<file path="config.mk">
export PLATFORM = sky130hd
export DESIGN_NAME = keccak_padder
export DESIGN_NICKNAME = d
export VERILOG_FILES = /design/src/rtl/keccak_padder_pkg.sv /design/src/rtl/keccak_pad_word.sv /design/src/rtl/keccak_padder.sv
export SDC_FILE = /design/constraint.sdc
export NUM_CORES = 1
export LEC_CHECK = 0
export CORE_MARGIN = 2
export CORE_UTILIZATION = 29
export DETAILED_ROUTE_END_ITERATION = 6
export PLACE_DENSITY_LB_ADDON = 0.15
export SETUP_SLACK_MARGIN = 0.1
export SLEW_MARGIN = 10
export SYNTH_ARGS = -nofsm -noshare
export SYNTH_HDL_FRONTEND = slang
export SYNTH_SLANG_ARGS = --single-unit
</file>
<file path="constraint.sdc">
create_clock -name Clock -period 4.5 [get_ports Clock]
set_input_delay 1.125 -clock Clock [delete_from_list [all_inputs] [get_ports Clock]]
set_output_delay 1.125 -clock Clock [all_outputs]
set_load 0.05 [all_outputs]
</file>
<file path="src/rtl/keccak_padder_pkg.sv">
`default_nettype none
// ============================================================================
// Package   : pkg_keccak
// Purpose   : Shared constants and types for the Keccak message padder.
//             Word width, rate, words-per-block and the pad byte values.
// Config    : KECCAK_PAD_SHA3_EN selects the SHA-3 domain pad byte (0x06)
//             instead of the original Keccak pad byte (0x01).
// Revision  : 1.0 - initial release
// ============================================================================
package pkg_keccak;

  localparam int IN_BUF_SIZE    = 64;
  localparam int RATE_BITS      = 1024;
  localparam int RATE_BYTES     = RATE_BITS / 8;
  localparam int WPB            = RATE_BITS / IN_BUF_SIZE;
  localparam int BYTES_PER_WORD = IN_BUF_SIZE / 8;

  // Width of the in-block word counter and of the byte-count field.
  localparam int CNT_W    = (WPB > 1) ? $clog2(WPB) : 1;
  localparam int NBYTES_W = $clog2(BYTES_PER_WORD) + 1;

`ifdef KECCAK_PAD_SHA3_EN
  localparam logic [7:0] PAD_FIRST_BYTE = 8'h06;
`else
  localparam logic [7:0] PAD_FIRST_BYTE = 8'h01;
`endif
  localparam logic [7:0] PAD_LAST_BYTE  = 8'h80;

  typedef enum logic [1:0] {
    ABSORB    = 2'd0,
    PAD       = 2'd1,
    WAIT_DONE = 2'd2
  } pad_state_t;

endpackage : pkg_keccak
`default_nettype wire

</file>
<file path="src/rtl/keccak_pad_word.sv">
`default_nettype none
// ============================================================================
// Module    : keccak_pad_word
// Purpose   : Combinational byte mask and pad10*1 insertion for one word.
//             Bytes below byte_idx_i pass through, all others are zeroed.
//             Byte byte_idx_i receives the first pad byte when pad_start_i,
//             and the top byte is OR-ed with 0x80 when is_block_last_i.
// Ports     : word_i          - input word, little-endian bytes
//             byte_idx_i      - number of message bytes kept (0..BYTES_PER_WORD)
//             pad_start_i     - insert first pad byte at byte_idx_i
//             is_block_last_i - this word closes the rate block
//             word_o          - padded word
// Config    : pad byte value comes from pkg_keccak (KECCAK_PAD_SHA3_EN).
// Revision  : 1.0 - initial release
// ============================================================================
module keccak_pad_word
  import pkg_keccak::*;
(
  input  logic [IN_BUF_SIZE-1:0] word_i,
  input  logic [NBYTES_W-1:0]    byte_idx_i,
  input  logic                   pad_start_i,
  input  logic                   is_block_last_i,
  output logic [IN_BUF_SIZE-1:0] word_o
);

  always_comb begin
    word_o = '0;
    for (int k = 0; k < BYTES_PER_WORD; k++) begin
      if (NBYTES_W'(k) < byte_idx_i) begin
        word_o[k*8 +: 8] = word_i[k*8 +: 8];
      end else if ((NBYTES_W'(k) == byte_idx_i) && pad_start_i) begin
        word_o[k*8 +: 8] = PAD_FIRST_BYTE;
      end
    end
    // OR rather than overwrite: the first pad byte may share the top byte.
    if (is_block_last_i) begin
      word_o[IN_BUF_SIZE-1 -: 8] = word_o[IN_BUF_SIZE-1 -: 8] | PAD_LAST_BYTE;
    end
  end

endmodule : keccak_pad_word
`default_nettype wire

</file>
<file path="src/rtl/keccak_padder.sv">
`default_nettype none
// ============================================================================
// Module    : keccak_padder
// Purpose   : Message-side front end of the Keccak-1024-rate datapath.
//             Passes message words through to keccak_buffer, applies pad10*1
//             at the rate boundary and raises Last_block once the final
//             padded block has been delivered.
// Ports     : Clock, Reset (sync, active-high)
//             Din/Din_valid/Din_last/Din_bytes/Din_ready - message stream in
//             Buffer_full, Ready - keccak_buffer full flag, permutation ready
//             Dout/Dout_valid - padded stream to keccak_buffer
//             Last_block      - final block delivered, held until released
// Config    : KECCAK_PAD_SHA3_EN - SHA-3 pad byte 0x06 (default 0x01).
// Revision  : 1.0 - initial release
// ============================================================================
module keccak_padder
  import pkg_keccak::*;
(
  input  logic                   Clock,
  input  logic                   Reset,
  input  logic [IN_BUF_SIZE-1:0] Din,
  input  logic                   Din_valid,
  input  logic                   Din_last,
  input  logic [NBYTES_W-1:0]    Din_bytes,
  output logic                   Din_ready,
  input  logic                   Buffer_full,
  input  logic                   Ready,
  output logic [IN_BUF_SIZE-1:0] Dout,
  output logic                   Dout_valid,
  output logic                   Last_block
);

  localparam logic [NBYTES_W-1:0] FULL_BYTES = NBYTES_W'(BYTES_PER_WORD);
  localparam logic [CNT_W-1:0]    CNT_LAST   = CNT_W'(WPB - 1);

  pad_state_t       state_q, state_d;
  logic [CNT_W-1:0] word_cnt_q, word_cnt_d;
  logic             pad_start_q, pad_start_d;
  logic             last_block_q, last_block_d;

  logic [NBYTES_W-1:0]    bytes_clamped;
  logic                   last_partial;
  logic                   cnt_at_end;
  logic [CNT_W-1:0]       cnt_next;
  logic [IN_BUF_SIZE-1:0] pw_word;
  logic [NBYTES_W-1:0]    pw_idx;
  logic                   pw_pad;
  logic                   pw_last;

  // Oversized byte counts behave as a full word.
  assign bytes_clamped = (Din_bytes > FULL_BYTES) ? FULL_BYTES : Din_bytes;
  assign last_partial  = Din_last && (bytes_clamped < FULL_BYTES);
  assign cnt_at_end    = (word_cnt_q == CNT_LAST);
  assign cnt_next      = cnt_at_end ? '0 : (word_cnt_q + CNT_W'(1));

  always_ff @(posedge Clock) begin
    if (Reset) begin
      state_q      <= ABSORB;
      word_cnt_q   <= '0;
      pad_start_q  <= 1'b0;
      last_block_q <= 1'b0;
    end else begin
      state_q      <= state_d;
      word_cnt_q   <= word_cnt_d;
      pad_start_q  <= pad_start_d;
      last_block_q <= last_block_d;
    end
  end

  always_comb begin
    state_d      = state_q;
    word_cnt_d   = word_cnt_q;
    pad_start_d  = pad_start_q;
    last_block_d = last_block_q;
    Din_ready    = 1'b0;
    Dout_valid   = 1'b0;
    pw_word      = Din;
    pw_idx       = FULL_BYTES;
    pw_pad       = 1'b0;
    pw_last      = 1'b0;

    unique case (state_q)
      ABSORB: begin
        Din_ready  = ~Buffer_full;
        Dout_valid = Din_valid;
        // A partial final word carries the first pad byte, and closes the
        // block itself when it lands in the last slot.
        if (last_partial) begin
          pw_idx  = bytes_clamped;
          pw_pad  = 1'b1;
          pw_last = cnt_at_end;
        end
        if (Din_valid && !Buffer_full) begin
          word_cnt_d = cnt_next;
          if (Din_last) begin
            if (last_partial) begin
              state_d      = cnt_at_end ? WAIT_DONE : PAD;
              last_block_d = cnt_at_end;
            end else begin
              // Full final word: pad byte goes into the next (PAD) word,
              // which may be a whole extra block.
              pad_start_d = 1'b1;
              state_d     = PAD;
            end
          end
        end
      end

      PAD: begin
        Dout_valid = 1'b1;
        pw_word    = '0;
        pw_idx     = '0;
        pw_pad     = pad_start_q;
        pw_last    = cnt_at_end;
        if (!Buffer_full) begin
          pad_start_d = 1'b0;
          word_cnt_d  = cnt_next;
          if (cnt_at_end) begin
            state_d      = WAIT_DONE;
            last_block_d = 1'b1;
          end
        end
      end

      WAIT_DONE: begin
        if (Ready && Buffer_full) begin
          state_d      = ABSORB;
          last_block_d = 1'b0;
          word_cnt_d   = '0;
        end
      end

      default: begin
        state_d = ABSORB;
      end
    endcase

    if (Reset) begin
      Din_ready  = 1'b0;
      Dout_valid = 1'b0;
    end
  end

  keccak_pad_word u_pad_word (
    .word_i          (pw_word),
    .byte_idx_i      (pw_idx),
    .pad_start_i     (pw_pad),
    .is_block_last_i (pw_last),
    .word_o          (Dout)
  );

  assign Last_block = last_block_q;

endmodule : keccak_padder
`default_nettype wire

</file>
==> flow_metrics.tcl <==
set metrics [dict create \
    dieArea_um2 4572 \
    fill_cells 335 \
    synth_flop_cell "dfxtp_1" \
    fin_util_pct 67.50 \
    cp_data_arrival_time_ps 3000 \
    numCtsBuffers 3 \
    start_util_pct 29.77 \
    syn_avg_cell_area_um2 6.668 \
    grt_max_degree 20 \
    antenna_found_initial 0 \
    cts_resized 0 \
    drtPass1Iterations 4 \
    hold_viol_final 0 \
    ys_seq_area_share_pct 13.65 \
    setup_violations 0 \
    drv_cap 0 \
    grt_pass1_wl_um 7100 \
    status "completed" \
    root_buffer "clkbuf_8" \
    power_density_nw_per_um2 529.0 \
    drtIter0Drc 65 \
    fmax_ghz 0.2422 \
    num_io_pins 141 \
    p_sw_share_pct 58.06 \
    via_count 1754 \
    skew_ps 1.074 \
    final_antenna_net_count 0 \
    cp_cell_sequence "clkdlybuf4s50_1 > nand3b_1 > buf_4 > nor3_1 > nor2_1 > a32o_1 > buf_12" \
    std_cell_rows 23 \
    cts_tree "built" \
    avgViaCountPerCell 4.845 \
    critPathLaunchType "primary input" \
    drive_gt1_share_pct 23.08 \
    routedWlPerCell_um 13.49 \
    min_delay_path_depth 2 \
    synth_cells 176 \
    post_cts_buffers 0 \
    maxSlewHeadroom_pct 58.18 \
    overflow 0 \
    period_share_pct 91.77 \
    nets 393 \
    min_from "word_cnt_q[1]" \
    synth_nets 255 \
    routabilityCongestion 0.8433 \
    period_minus_slack_ps 4130 \
    h-tree-depth 1 \
    vdd_drop_max_v 0.0002956 \
    clkPwrFrac_pct 6.1 \
    power_frac_seq_pct 7.3 \
    drv_slew 0 \
    clock_latency_ps 230 \
    fin_tns_setup_ps 0 \
    hpwlAfterDp_um 4121 \
    wirelength_um 4884 \
    grt_usage_pct 20.17 \
    drc 0 \
    reg2reg_depth 6 \
    clkTransAtPathRegs_ps 40 \
    rsz0062_at_grt "no" \
    rr_startpoint "state_q[1]" \
    fin_cells 362 \
    n_antenna_cell 0 \
    synth_largest_area_cell "and2_1" \
    cts.sinks 8 \
    cts.path.max_buffers 2 \
    yosysWarnings 0 \
    power.switching_uw 817.5 \
    crit_fanout 12 \
    yosys-top-cells-area "and2_1 (26%), dfxtp_1 (14%), nor2_1 (5.8%), ha_1 (5.3%), a21oi_1 (5.1%)" \
    dp.cells 359 \
    dieWidth_um 67.62 \
    yosysTopAreaCellShare_pct 26.12 \
    worst_slew_pin_slew_ps 627.3 \
    io_buffers 140 \
    synthArstFlopShare_pct 0 \
    fp.dieH_um 67.62 \
    area_delta_synth_final_pct 126.8 \
    grt_pass1_vias 1639 \
    cts_hold_buf 0 \
    p_leak_uw 0.001168 \
    pwr-share-comb_pct 86.6 \
    synth_cell_type_count 42 \
    hp-class "reg2reg" \
    crit_path_max_incr_delay_ps 540 \
    required_ps 3380 \
    crit_start "Din_last" \
    cp_slowest_cell "clkdlybuf4s50_1" \
    synth_edf_count 0 \
    crit_path_end_kind "primary output" \
    syn-cell-area_um2 1174 \
    ys_ff_latch 8 \
    core-area_um2 3943 \
    p_int_uw 590.4 \
    worstSetupPathType "in2out" \
]
## cell usage after synthesis, types with 2 or more instances
cell and n:
inv_1 7, clkbuf_1 7, dfxtp_1 8, nand3_1 5
a32o_1 2, a21oi_1 12, ha_1 5, o31ai_1 2
a21o_1 2, o41ai_1 2, nor2b_1 2, nor3_1 3
and3_1 6, and2_1 49, o21ai_0 11, nand2_1 8
nand2b_1 3, nor2_1 18
## power groups by stage
| stage | logic (uW) | clock network [uW] | registers, uW |
|---|---|---|---|
| 6_report | 1220 | 85.6 | 103 |
| 5_1_grt | 1290 | 91.0 | 106 |
| 4_1_cts | 1220 | 88.5 | 104 |
| 3_5_place_dp | 1220 | 0 | 105 |
| 3_3_place_gp | 1210 | 0 | 104 |
| 2_1_floorplan | 784 | 0 | 110 |
## path summary, 6_finish.rpt
| path | end | slack (ps) |
|---|---|---|
| worst max-delay path | Dout[8] | 370 |
| worst min-delay path | word_cnt_q[1] | 500 |
| worst max register to register | state_q[0] | 2320 |
| worst min register to register | word_cnt_q[1] | 500 |
## final cells by class
class                   instances  area [um^2]  area share, %
inverters                       7        26.28         0.9873
multi-input cells             152        952.2          35.78
flip-flops and latches          8        160.2          6.018
clock buffers                   3        41.29          1.551
well taps                      50        62.56          2.351
repair buffers                142         1419          53.31
## sequential cells by signal (all words and copies together) (netlist names)
name	count
pad_start_q	1
word_cnt_q	4
state_q	2
Last_block	1
## critical path, delay by kind of cell
family / cells / cell delay (ps)
simple gates: 3 / 650
buf+inv: 3 / 930
compound gates: 1 / 290
## through the flow
| step | hold WS, ps | total power [uW] | worst slack (ps) | cell area, um^2 |
|---|---|---|---|---|
| after floorplan | 463.3 | 893.8 | 555.7 | 1174 |
| final | 501.8 | 1408 | 370.4 | 2661 |
| after CTS | 506.9 | 1416 | 419.6 | 2661 |
| after global placement | 477.1 | 1318 | 495.9 | 2620 |
| after global routing | 523.8 | 1489 | 272.3 | 2661 |
| after detailed placement | 497.6 | 1326 | 404.7 | 2620 |
## logic make-up (layout without fill, tap and decap cells)
kind of cell,after synthesis,after routing,share of synthesized area [%]
flops,8,8,13.65
buf+inv,16,152,5.224
fa+ha+maj,5,5,5.330
mux,1,1,0.9594
compound gates,43,43,24.73
simple gates,103,103,50.11
## cell usage in the layout, fill, tap and decap left out, drive strengths merged, types with 2 or more instances in the layout
cell           instances
clkbuf                 3
clkdlybuf4s50         76
nor2b                  2
a21oi                 12
and3                   6
nand2b                 3
nand2                  8
inv                    7
a21o                   2
nand3                  5
o41ai                  2
ha                     5
and2                  49
o21ai                 11
nor2                  18
nor3                   3
dfxtp                  8
buf                   66
a32o                   2
o31ai                  2
## routing by layer
| layer | vias to the layer above | track usage (%) | wire length [um] | share of wire (%) |
|---|---|---|---|---|
| met5 | - | 0 | 0 | 0 |
| met4 | 0 | 5.612 | 77 | 1.6 |
| met3 | 6 | 5.333 | 341 | 7.0 |
| met2 | 82 | 35.54 | 2581 | 53 |
| met1 | 781 | 23.81 | 1884 | 39 |
| li1 | 885 | - | - | - |
Note: power is estimated with default switching activity, not from simulation.
